==> src/rtl/cond_logic_pkg.sv <==
// rtl/cond_logic_pkg.sv - condition codes and NZCV bit positions for the conditional-execution stage
package cond_logic_pkg;
  typedef logic [3:0] nzcv_t;

  localparam logic [3:0] COND_EQ = 4'h0;
  localparam logic [3:0] COND_NE = 4'h1;
  localparam logic [3:0] COND_CS = 4'h2;
  localparam logic [3:0] COND_CC = 4'h3;
  localparam logic [3:0] COND_MI = 4'h4;
  localparam logic [3:0] COND_PL = 4'h5;
  localparam logic [3:0] COND_VS = 4'h6;
  localparam logic [3:0] COND_VC = 4'h7;
  localparam logic [3:0] COND_HI = 4'h8;
  localparam logic [3:0] COND_LS = 4'h9;
  localparam logic [3:0] COND_GE = 4'hA;
  localparam logic [3:0] COND_LT = 4'hB;
  localparam logic [3:0] COND_GT = 4'hC;
  localparam logic [3:0] COND_LE = 4'hD;
  localparam logic [3:0] COND_AL = 4'hE;

  localparam int FLAG_N = 3;
  localparam int FLAG_Z = 2;
  localparam int FLAG_C = 1;
  localparam int FLAG_V = 0;
endpackage

==> src/rtl/cond_logic_if.sv <==
// rtl/cond_logic_if.sv - decode/FSM strobes in, architectural write enables and flags out
interface cond_logic_if;
  import cond_logic_pkg::*;

  logic [3:0] Cond;
  nzcv_t      ALUFlags;
  logic [1:0] FlagW;
  logic       PCS;
  logic       NextPC;
  logic       RegW;
  logic       MemW;
  logic       PCWrite;
  logic       RegWrite;
  logic       MemWrite;
  nzcv_t      Flags;
  logic       CondEx;

  modport master (
    output Cond, ALUFlags, FlagW, PCS, NextPC, RegW, MemW,
    input  PCWrite, RegWrite, MemWrite, Flags, CondEx
  );

  modport slave (
    input  Cond, ALUFlags, FlagW, PCS, NextPC, RegW, MemW,
    output PCWrite, RegWrite, MemWrite, Flags, CondEx
  );
endinterface

==> src/rtl/cond_logic_cond_check.sv <==
// rtl/cond_logic_cond_check.sv - combinational ARM condition evaluation against NZCV
module cond_check
  import cond_logic_pkg::*;
(
  input  logic [3:0] cond,
  input  nzcv_t      flags,
  output logic       cond_ex
);
  logic n, z, c, v;

  assign n = flags[FLAG_N];
  assign z = flags[FLAG_Z];
  assign c = flags[FLAG_C];
  assign v = flags[FLAG_V];

  // Anything outside EQ..LE (AL, 4'hF, unknown) executes unconditionally
  always_comb begin
    cond_ex = 1'b1;
    case (cond)
      COND_EQ: cond_ex = z;
      COND_NE: cond_ex = ~z;
      COND_CS: cond_ex = c;
      COND_CC: cond_ex = ~c;
      COND_MI: cond_ex = n;
      COND_PL: cond_ex = ~n;
      COND_VS: cond_ex = v;
      COND_VC: cond_ex = ~v;
      COND_HI: cond_ex = c & ~z;
      COND_LS: cond_ex = ~c | z;
      COND_GE: cond_ex = (n == v);
      COND_LT: cond_ex = (n != v);
      COND_GT: cond_ex = ~z & (n == v);
      COND_LE: cond_ex = z | (n != v);
      default: cond_ex = 1'b1;
    endcase
  end
endmodule

==> src/rtl/cond_logic.sv <==
// rtl/cond_logic.sv - NZCV flag storage, condition gating of write strobes, one-cycle condition delay
module cond_logic
  import cond_logic_pkg::*;
#(
  parameter nzcv_t RESET_FLAGS = 4'b0000
) (
  input  logic         clk,
  input  logic         reset,
  cond_logic_if.slave  bus
);
  nzcv_t flags_q, flags_d;
  logic  cond_ex_dly_q, cond_ex_dly_d;
  logic  cond_ex;

  cond_check u_cond_check (
    .cond    (bus.Cond),
    .flags   (flags_q),
    .cond_ex (cond_ex)
  );

  // Flag halves use the undelayed result: the write lands at the end of execute
  always_comb begin
    flags_d = flags_q;
    if (bus.FlagW[1] && cond_ex)
      flags_d[FLAG_N:FLAG_Z] = bus.ALUFlags[FLAG_N:FLAG_Z];
    if (bus.FlagW[0] && cond_ex)
      flags_d[FLAG_C:FLAG_V] = bus.ALUFlags[FLAG_C:FLAG_V];
    cond_ex_dly_d = cond_ex;
  end

  always_ff @(posedge clk or negedge reset) begin
    if (!reset) begin
      flags_q       <= RESET_FLAGS;
      cond_ex_dly_q <= 1'b0;
    end else begin
      flags_q       <= flags_d;
      cond_ex_dly_q <= cond_ex_dly_d;
    end
  end

  // Fetch's NextPC bypasses the condition so the PC always advances
  assign bus.PCWrite  = (bus.PCS & cond_ex_dly_q) | bus.NextPC;
  assign bus.RegWrite = bus.RegW & cond_ex_dly_q;
  assign bus.MemWrite = bus.MemW & cond_ex_dly_q;
  assign bus.Flags    = flags_q;
  assign bus.CondEx   = cond_ex;
endmodule
==> src/flat_wrapper.sv <==
// flat-port wrapper written by rule: the top's interface ports become plain ports
module cond_logic_flat import cond_logic_pkg::*;
#(
  parameter nzcv_t RESET_FLAGS = 4'b0000
)
  (clk, reset, bus_Cond, bus_ALUFlags, bus_FlagW, bus_PCS, bus_NextPC, bus_RegW, bus_MemW, bus_PCWrite, bus_RegWrite, bus_MemWrite, bus_Flags, bus_CondEx);
  cond_logic_if bus_i ();
  input  logic clk;
  input  logic reset;
  input wire logic [$bits(bus_i.Cond)-1:0] bus_Cond;
  input wire logic [$bits(bus_i.ALUFlags)-1:0] bus_ALUFlags;
  input wire logic [$bits(bus_i.FlagW)-1:0] bus_FlagW;
  input wire logic [$bits(bus_i.PCS)-1:0] bus_PCS;
  input wire logic [$bits(bus_i.NextPC)-1:0] bus_NextPC;
  input wire logic [$bits(bus_i.RegW)-1:0] bus_RegW;
  input wire logic [$bits(bus_i.MemW)-1:0] bus_MemW;
  output wire logic [$bits(bus_i.PCWrite)-1:0] bus_PCWrite;
  output wire logic [$bits(bus_i.RegWrite)-1:0] bus_RegWrite;
  output wire logic [$bits(bus_i.MemWrite)-1:0] bus_MemWrite;
  output wire logic [$bits(bus_i.Flags)-1:0] bus_Flags;
  output wire logic [$bits(bus_i.CondEx)-1:0] bus_CondEx;
  assign bus_i.Cond = bus_Cond;
  assign bus_i.ALUFlags = bus_ALUFlags;
  assign bus_i.FlagW = bus_FlagW;
  assign bus_i.PCS = bus_PCS;
  assign bus_i.NextPC = bus_NextPC;
  assign bus_i.RegW = bus_RegW;
  assign bus_i.MemW = bus_MemW;
  assign bus_PCWrite = bus_i.PCWrite;
  assign bus_RegWrite = bus_i.RegWrite;
  assign bus_MemWrite = bus_i.MemWrite;
  assign bus_Flags = bus_i.Flags;
  assign bus_CondEx = bus_i.CondEx;
  cond_logic #(.RESET_FLAGS(RESET_FLAGS)) u_core (.clk(clk), .reset(reset), .bus(bus_i));
endmodule
==> config.mk <==
export PLATFORM = sky130hd
export DESIGN_NAME = cond_logic_flat
export DESIGN_NICKNAME = d
export VERILOG_FILES = /design/src/rtl/cond_logic_pkg.sv /design/src/rtl/cond_logic_if.sv /design/src/rtl/cond_logic_cond_check.sv /design/src/rtl/cond_logic.sv /design/src/flat_wrapper.sv
export SDC_FILE = /design/constraint.sdc
export NUM_CORES = 1
export LEC_CHECK = 0
export ABC_AREA = 0
export ABC_CLOCK_PERIOD_IN_PS = 1800
export CAP_MARGIN = 20
export CORE_AREA = 2 2 39 41
export DETAILED_ROUTE_END_ITERATION = 10
export DIE_AREA = 0 0 41 43
export PLACE_DENSITY_LB_ADDON = 0.1
export SYNTH_ARGS = -nofsm -noshare
export SYNTH_HDL_FRONTEND = slang
export SYNTH_HIERARCHICAL = 1
export SYNTH_SLANG_ARGS = --single-unit
==> constraint.sdc <==
create_clock -name clk -period 1.8 [get_ports clk]
set_input_delay 0.18 -clock clk [delete_from_list [all_inputs] [get_ports clk]]
set_output_delay 0.18 -clock clk [all_outputs]
set_load 0.03 [all_outputs]
==> results.toml, run 1 <==
[clocking]
clockRootBuffer = "clkbuf_4"
cts_tree = "built"
cts-htree-levels = 1
cts_hold_buf = 0
clock_latency_ns = 0.24
cts_made_buffers = 3
clock_path_buffers = 2
cts.sinks = 5
clk_pin_slew_ns = 0.04

[setup_path]
critical-path-top-delay-family = "compound AO/OA/AOI/OAI gates"
crit_top_cell = "buf_4"
max_stage_delay_ns = 0.42
rr_startpoint = "u_core/bus.Flags[0]"
arrival_ns = 1.97
cp-end-kind = "flop"
crit_buf_inv = 2
path_class = "reg -> reg"
crit_chain = "buf_4, a31oi_4, o22ai_1, a211o_2, buf_4, nand2_2, mux2_2"
worst_setup_path_start_kind = "flop"
cpMaxStageDelayCell = "dfrtp_2"
worst_ep_required_time_ns = 1.92
crit_path_start = "u_core/bus.Flags[0]"
worstPathMaxFanout = 5

[yosys]
netlist_instances = 37
ys_warn_count = 6
netlist_top_cells_count = "dfrtp_1, mux2_2, nand2_1, xnor2_1"
ys_types = 20
synth.most_common_cell = "dfrtp_1"
synth-main-ff-cell = "dfrtp_1"
syn_nets = 53
synthesis.area_sq_um = 363
synth_edf_count = 0
synth_seq_area_share_pct = 34.5
synth.avg_cell_area_sq_um = 9.81
synth_largest_area_cell = "dfrtp_1"
synth_area_leaders = "dfrtp_1, mux2_2, xnor2_1, nand2_1, nor3b_1"
ys_async_sr_fraction_pct = 100
synth-seq-cells = 5
yosys.area.top_type_share_pct = 34.5

[run]
cap_viol_max_count = 0

[global_routing]
grt_max_degree = 7
grt_pass1_wl_mm = 1.56
grt_use_total_pct = 13.0
overflow = 0
grt_pass1_vias = 398
antenna_found_initial = 0

[sta]
fin_setup_tns_ns = -0.231
post-route-min-period_ns = 1.85
setup_viol = 5
rsz0062_at_grt = "yes"
slew-limit-headroom_pct = 73.6
fmax_mhz = 540
finalHoldViolations = 0
worst_pin_slew_ns = 0.395
fin_skew_ns = 0.000952
maxSlewViolCount = 0
setup_ws_ns = -0.0519
fin_crit_sh_pct = 103

[final_layout]
final_cells = 89
final_area_sq_um = 747
final_net_count = 90
areaGrowthSynthToFinish_pct = 106
n_antenna_cell = 0
drive_gt1_share_pct = 41.1

[power_and_ir_drop]
powerDensity_nw_per_um2 = 1490
power.leakage_nw = 0.316
peakVddDrop_mv = 0.744
power.total_mw = 1.11

[placed_design]
placed_cells = 80
dp_hpwl_um = 754
placed_area_sq_um = 654
place_congestion = 0.614
port_buffers = 23

[routing]
routed_via_density = 4.55
wl_mm = 1.05
vias = 405
dr.first_iter.drc_count = 0
postRouteAntennaNets = 0
wl_per_cell_um = 11.8
drc_errors = 0
drt_pre_antenna_iters = 1

[floorplanning]
initial_core_util_pct = 26.2
die_w_um = 41
die_y_um = 43
core_area_sq_um = 1380
die_area_sq_um = 1760
io_pins = 24
std_cell_rows = 14

[hold_path]
hold_path_class = "in -> async"

[run_status]
violations = "negative setup slack"
status = "finished with violations"
## cells by family after synthesis
family                 Yosys count  share of synthesized area (%)
AND/OR/NAND/NOR                 12                           19.3
multiplexers                     5                           15.2
AO/OA/AOI/OAI                    9                           19.0
XOR/XNOR                         4                           9.65
flip-flops                       5                           34.5
buffers and inverters            2                           2.41
## power by group
| group | leakage [nW] | switching (mW) | internal, mW |
|---|---|---|---|
| Clock | 0.0150 | 0.0456 | 0.0838 |
| Combinational | 0.247 | 0.342 | 0.404 |
| Sequential | 0.0544 | 0.0563 | 0.179 |
## routing by layer
layer  up-vias  GRT usage, %  wire length, um
met3         0          1.57               61
li1        205             -                -
met4         0          8.00                0
met5         -             0                0
met1       186          14.8              431
met2        14          21.6              554
## cell type report
class | instances | area [sq um]
well taps | 16 | 20.0
fillers | 125 | 637
clock buffers | 4 | 26.3
multi-input cells | 30 | 262
flip-flops and latches | 5 | 130
inverters | 1 | 3.75
repair buffers | 33 | 305
## cell usage in the layout, fill, tap and decap left out
master and instances:
clkdlybuf4s50_1 18, buf_4 9, dlygate4sd2_1 4, mux2_2 4
dfrtp_2 4, clkbuf_4 3, xnor2_1 3, buf_6 2
and2_1 2, nand2_2 2, nor2b_1 2, nand2_1 2
nor3b_1 2, clkbuf_1 1, a21o_1 1, dfrtp_1 1
and3b_1 1, xnor2_2 1, a22oi_2 1, a31oi_4 1
inv_1 1, a21oi_1 1, o22ai_1 1, mux2i_1 1
a21o_2 1, a21oi_2 1, nand2b_1 1, o32ai_1 1
a211o_2 1
## repair_timing
item	in CTS	in global routing
endpoints found under the setup margin	5	5
setup buffers	5	0
resized for setup	6	3
pin swaps	3	3
## worst register-to-register path, delay by kind of cell, from the launching register on
family | cells | cell delay [ns]
AOI/OAI and AO/OA | 3 | 0.59
DFF | 1 | 0.42
muxes | 1 | 0.33
buffers and inverters | 2 | 0.32
and+or+nand+nor | 1 | 0.08
## metrics by stage
stage                     setup WS [ns]  utilization [%]  hold slack, ns
after detailed placement         -0.264             47.3           0.417
after global routing            -0.0971             54.0           0.162
after CTS                       -0.0734             52.1           0.154
after floorplan                 -0.0311                -          -0.116
after global placement           -0.230             47.3           0.428
final                           -0.0519             54.0           0.156
## state kept, by name, summed over array words and instances (netlist names)
signal	cells
u_core/bus.Flags	4
u_core/cond_ex_dly_q	1
## worst paths after layout
check | endpoint | slack (ns) | depth (start not counted)
min in group clk | u_core/bus.Flags[1] | 0.56 | 2
setup reg to reg | u_core/bus.Flags[3] | -0.05 | 7
hold / removal | u_core/cond_ex_dly_q | 0.16 | 1
hold reg to reg | u_core/bus.Flags[1] | 0.63 | 2
setup / recovery | u_core/bus.Flags[3] | -0.05 | 7
max in group asynchronous | u_core/bus.Flags[2] | 1.44 | 1
(Power assumes the default switching activity.)
==> inputs of run 2 (changes only) <==
--- a/config.mk
+++ b/config.mk
@@ -11,7 +11,7 @@
 export CORE_AREA = 2 2 39 41
 export DETAILED_ROUTE_END_ITERATION = 10
 export DIE_AREA = 0 0 41 43
-export PLACE_DENSITY_LB_ADDON = 0.1
+export PLACE_DENSITY = 0.66
 export SYNTH_ARGS = -nofsm -noshare
 export SYNTH_HDL_FRONTEND = slang
 export SYNTH_HIERARCHICAL = 1
==> run 2 against run 1 <==
Compared with the run above: the run still ends with negative setup slack left; die area did not move; largest power group unchanged; highest routed layer is now met4; clock power barely moved; hold slack got worse by 0.0034 ns; worst setup slack improved by 0.018 ns; first-iteration DRC count rose by 3; via count fell by 0.99%.
==> results.toml, run 2 (synthesis gave the netlist of run 1 again) <==
[setup_path]
cpMaxStageDelayCell = "dfrtp_2"
critical-path-top-delay-family = "compound AO/OA/AOI/OAI gates"
cp.depth = 6
max_stage_delay_ns = 0.44
rrSetupSlack_ns = -0.01
crit_buf_inv = 2
arrival_ns = 1.65
endpoint = "bus_CondEx"
worst_setup_path_start_kind = "flop"
worstPathMaxFanout = 6
crit_top_cell = "buf_6"
worst_ep_required_time_ns = 1.62
rr_endpoint = "u_core/bus.Flags[2]"
cp-end-kind = "output port"
crit_chain = "xnor2_2, a22oi_2, xnor2_1, a211o_2, buf_6, buf_6"
rr_startpoint = "u_core/bus.Flags[0]"
r2r_cells = 7
path_class = "reg -> out"
crit_path_start = "u_core/bus.Flags[0]"

[global_routing]
grt_use_total_pct = 13.1
antenna_found_initial = 0
grt_pass1_vias = 400
grt_max_degree = 7
grt_pass1_wl_mm = 1.59
overflow = 0

[sta]
maxSlewViolCount = 0
post-route-min-period_ns = 1.83
worst_pin_slew_ns = 0.312
rsz0062_at_grt = "yes"
fin_skew_ns = 0.00172
hold_slack_ns = 0.153
setup_viol = 2
fin_setup_tns_ns = -0.0411
setup_ws_ns = -0.0344
slew-limit-headroom_pct = 79.1
fmax_mhz = 545
fin_crit_sh_pct = 102
finalHoldViolations = 0

[run_status]
violations = "negative setup slack"
status = "finished with violations"

[clocking]
cts_made_buffers = 3
clock_latency_ns = 0.24
cts-htree-levels = 1
clock_path_buffers = 2
cts.sinks = 5
cts_tree = "built"
clockRootBuffer = "clkbuf_4"
clk_pin_slew_ns = 0.04

[final_layout]
areaGrowthSynthToFinish_pct = 110
largest_reg_flops = 4
drive_gt1_share_pct = 40.3
final_area_sq_um = 761
layout_commonest_cell = "clkdlybuf4s50_1"
final_cell_mix = "clkdlybuf4s50_1, buf_4, dfrtp_2"
n_fill_cell = 133
final_net_count = 89
n_antenna_cell = 0

[floorplanning]
core_area_sq_um = 1380
die_y_um = 43
die_area_sq_um = 1760
initial_core_util_pct = 26.2
die_w_um = 41
io_pins = 24
std_cell_rows = 14

[routing]
wl_per_cell_um = 11.1
wl_um = 975
drt_pre_antenna_iters = 3
routed_via_density = 4.56
vias = 401
dr.first_iter.drc_count = 3
drc_errors = 0
postRouteAntennaNets = 0

[power_and_ir_drop]
powerDensity_nw_per_um2 = 1480
peakVddDrop_mv = 0.804
power.leakage_nw = 0.348
power.total_mw = 1.13

[placed_design]
port_buffers = 23
place_congestion = 0.647
placed_area_sq_um = 654
dp_hpwl_um = 729

[run]
cap_viol_max_count = 0

[hold_path]
hold_path_class = "in -> async"
## run 2: cell types whose count changed in the layout (fill, tap and decap cells not counted), moves of 2 or more
cell / delta
mux2_2: -3
mux2_4: +3
nand2_2: -2
buf_4: -2
nand2_4: +2
## run 2: worst min-delay path by stage
stage,from,endpoint,slack (ns),cells after the start
after floorplan,reset,u_core/bus.Flags[0],-0.12,0
after detailed placement,reset,u_core/cond_ex_dly_q,0.41,1
final,reset,u_core/cond_ex_dly_q,0.15,1
after global routing,reset,u_core/cond_ex_dly_q,0.18,1
after global placement,reset,u_core/cond_ex_dly_q,0.41,1
after CTS,reset,u_core/cond_ex_dly_q,0.15,1
## run 2: final cells by class
class	count	area, sq um	area share [%]
inverters	1	3.75	0.493
multi-input cells	30	275	36.2
repair buffers	32	305	40.1
well taps	16	20.0	2.63
clock buffers	4	26.3	3.45
flip-flops and latches	5	130	17.1
## run 2: per-stage QoR
stage                     std cells  utilization (%)  worst slack (ns)
after floorplan                  37                -           -0.0311
after global placement           80             47.3            -0.234
after detailed placement         80             47.3            -0.228
after CTS                        87             51.1           -0.0771
after global routing             88             55.0           -0.0877
final                            88             55.0           -0.0344
## run 2: repair_timing
action,CTS,global route
cloned,0,0
gates resized for setup,5,10
pin swaps,2,3
setup buffers,3,1
endpoints found under the setup margin,1,5
hold buffers,0,0
## run 2: layer usage
metal,track usage (%),share of wire (%),vias to the layer above
met5,0,0,-
met4,8.00,1.4,0
met3,1.57,5.9,2
met2,20.3,53,12
met1,16.3,40,184
li1,-,-,203
## run 2: where the power goes
group	switching, mW	internal, mW	total [mW]
logic	0.326	0.425	0.751
clock network	0.0441	0.0837	0.128
registers	0.0719	0.179	0.251
total	0.442	0.688	1.13
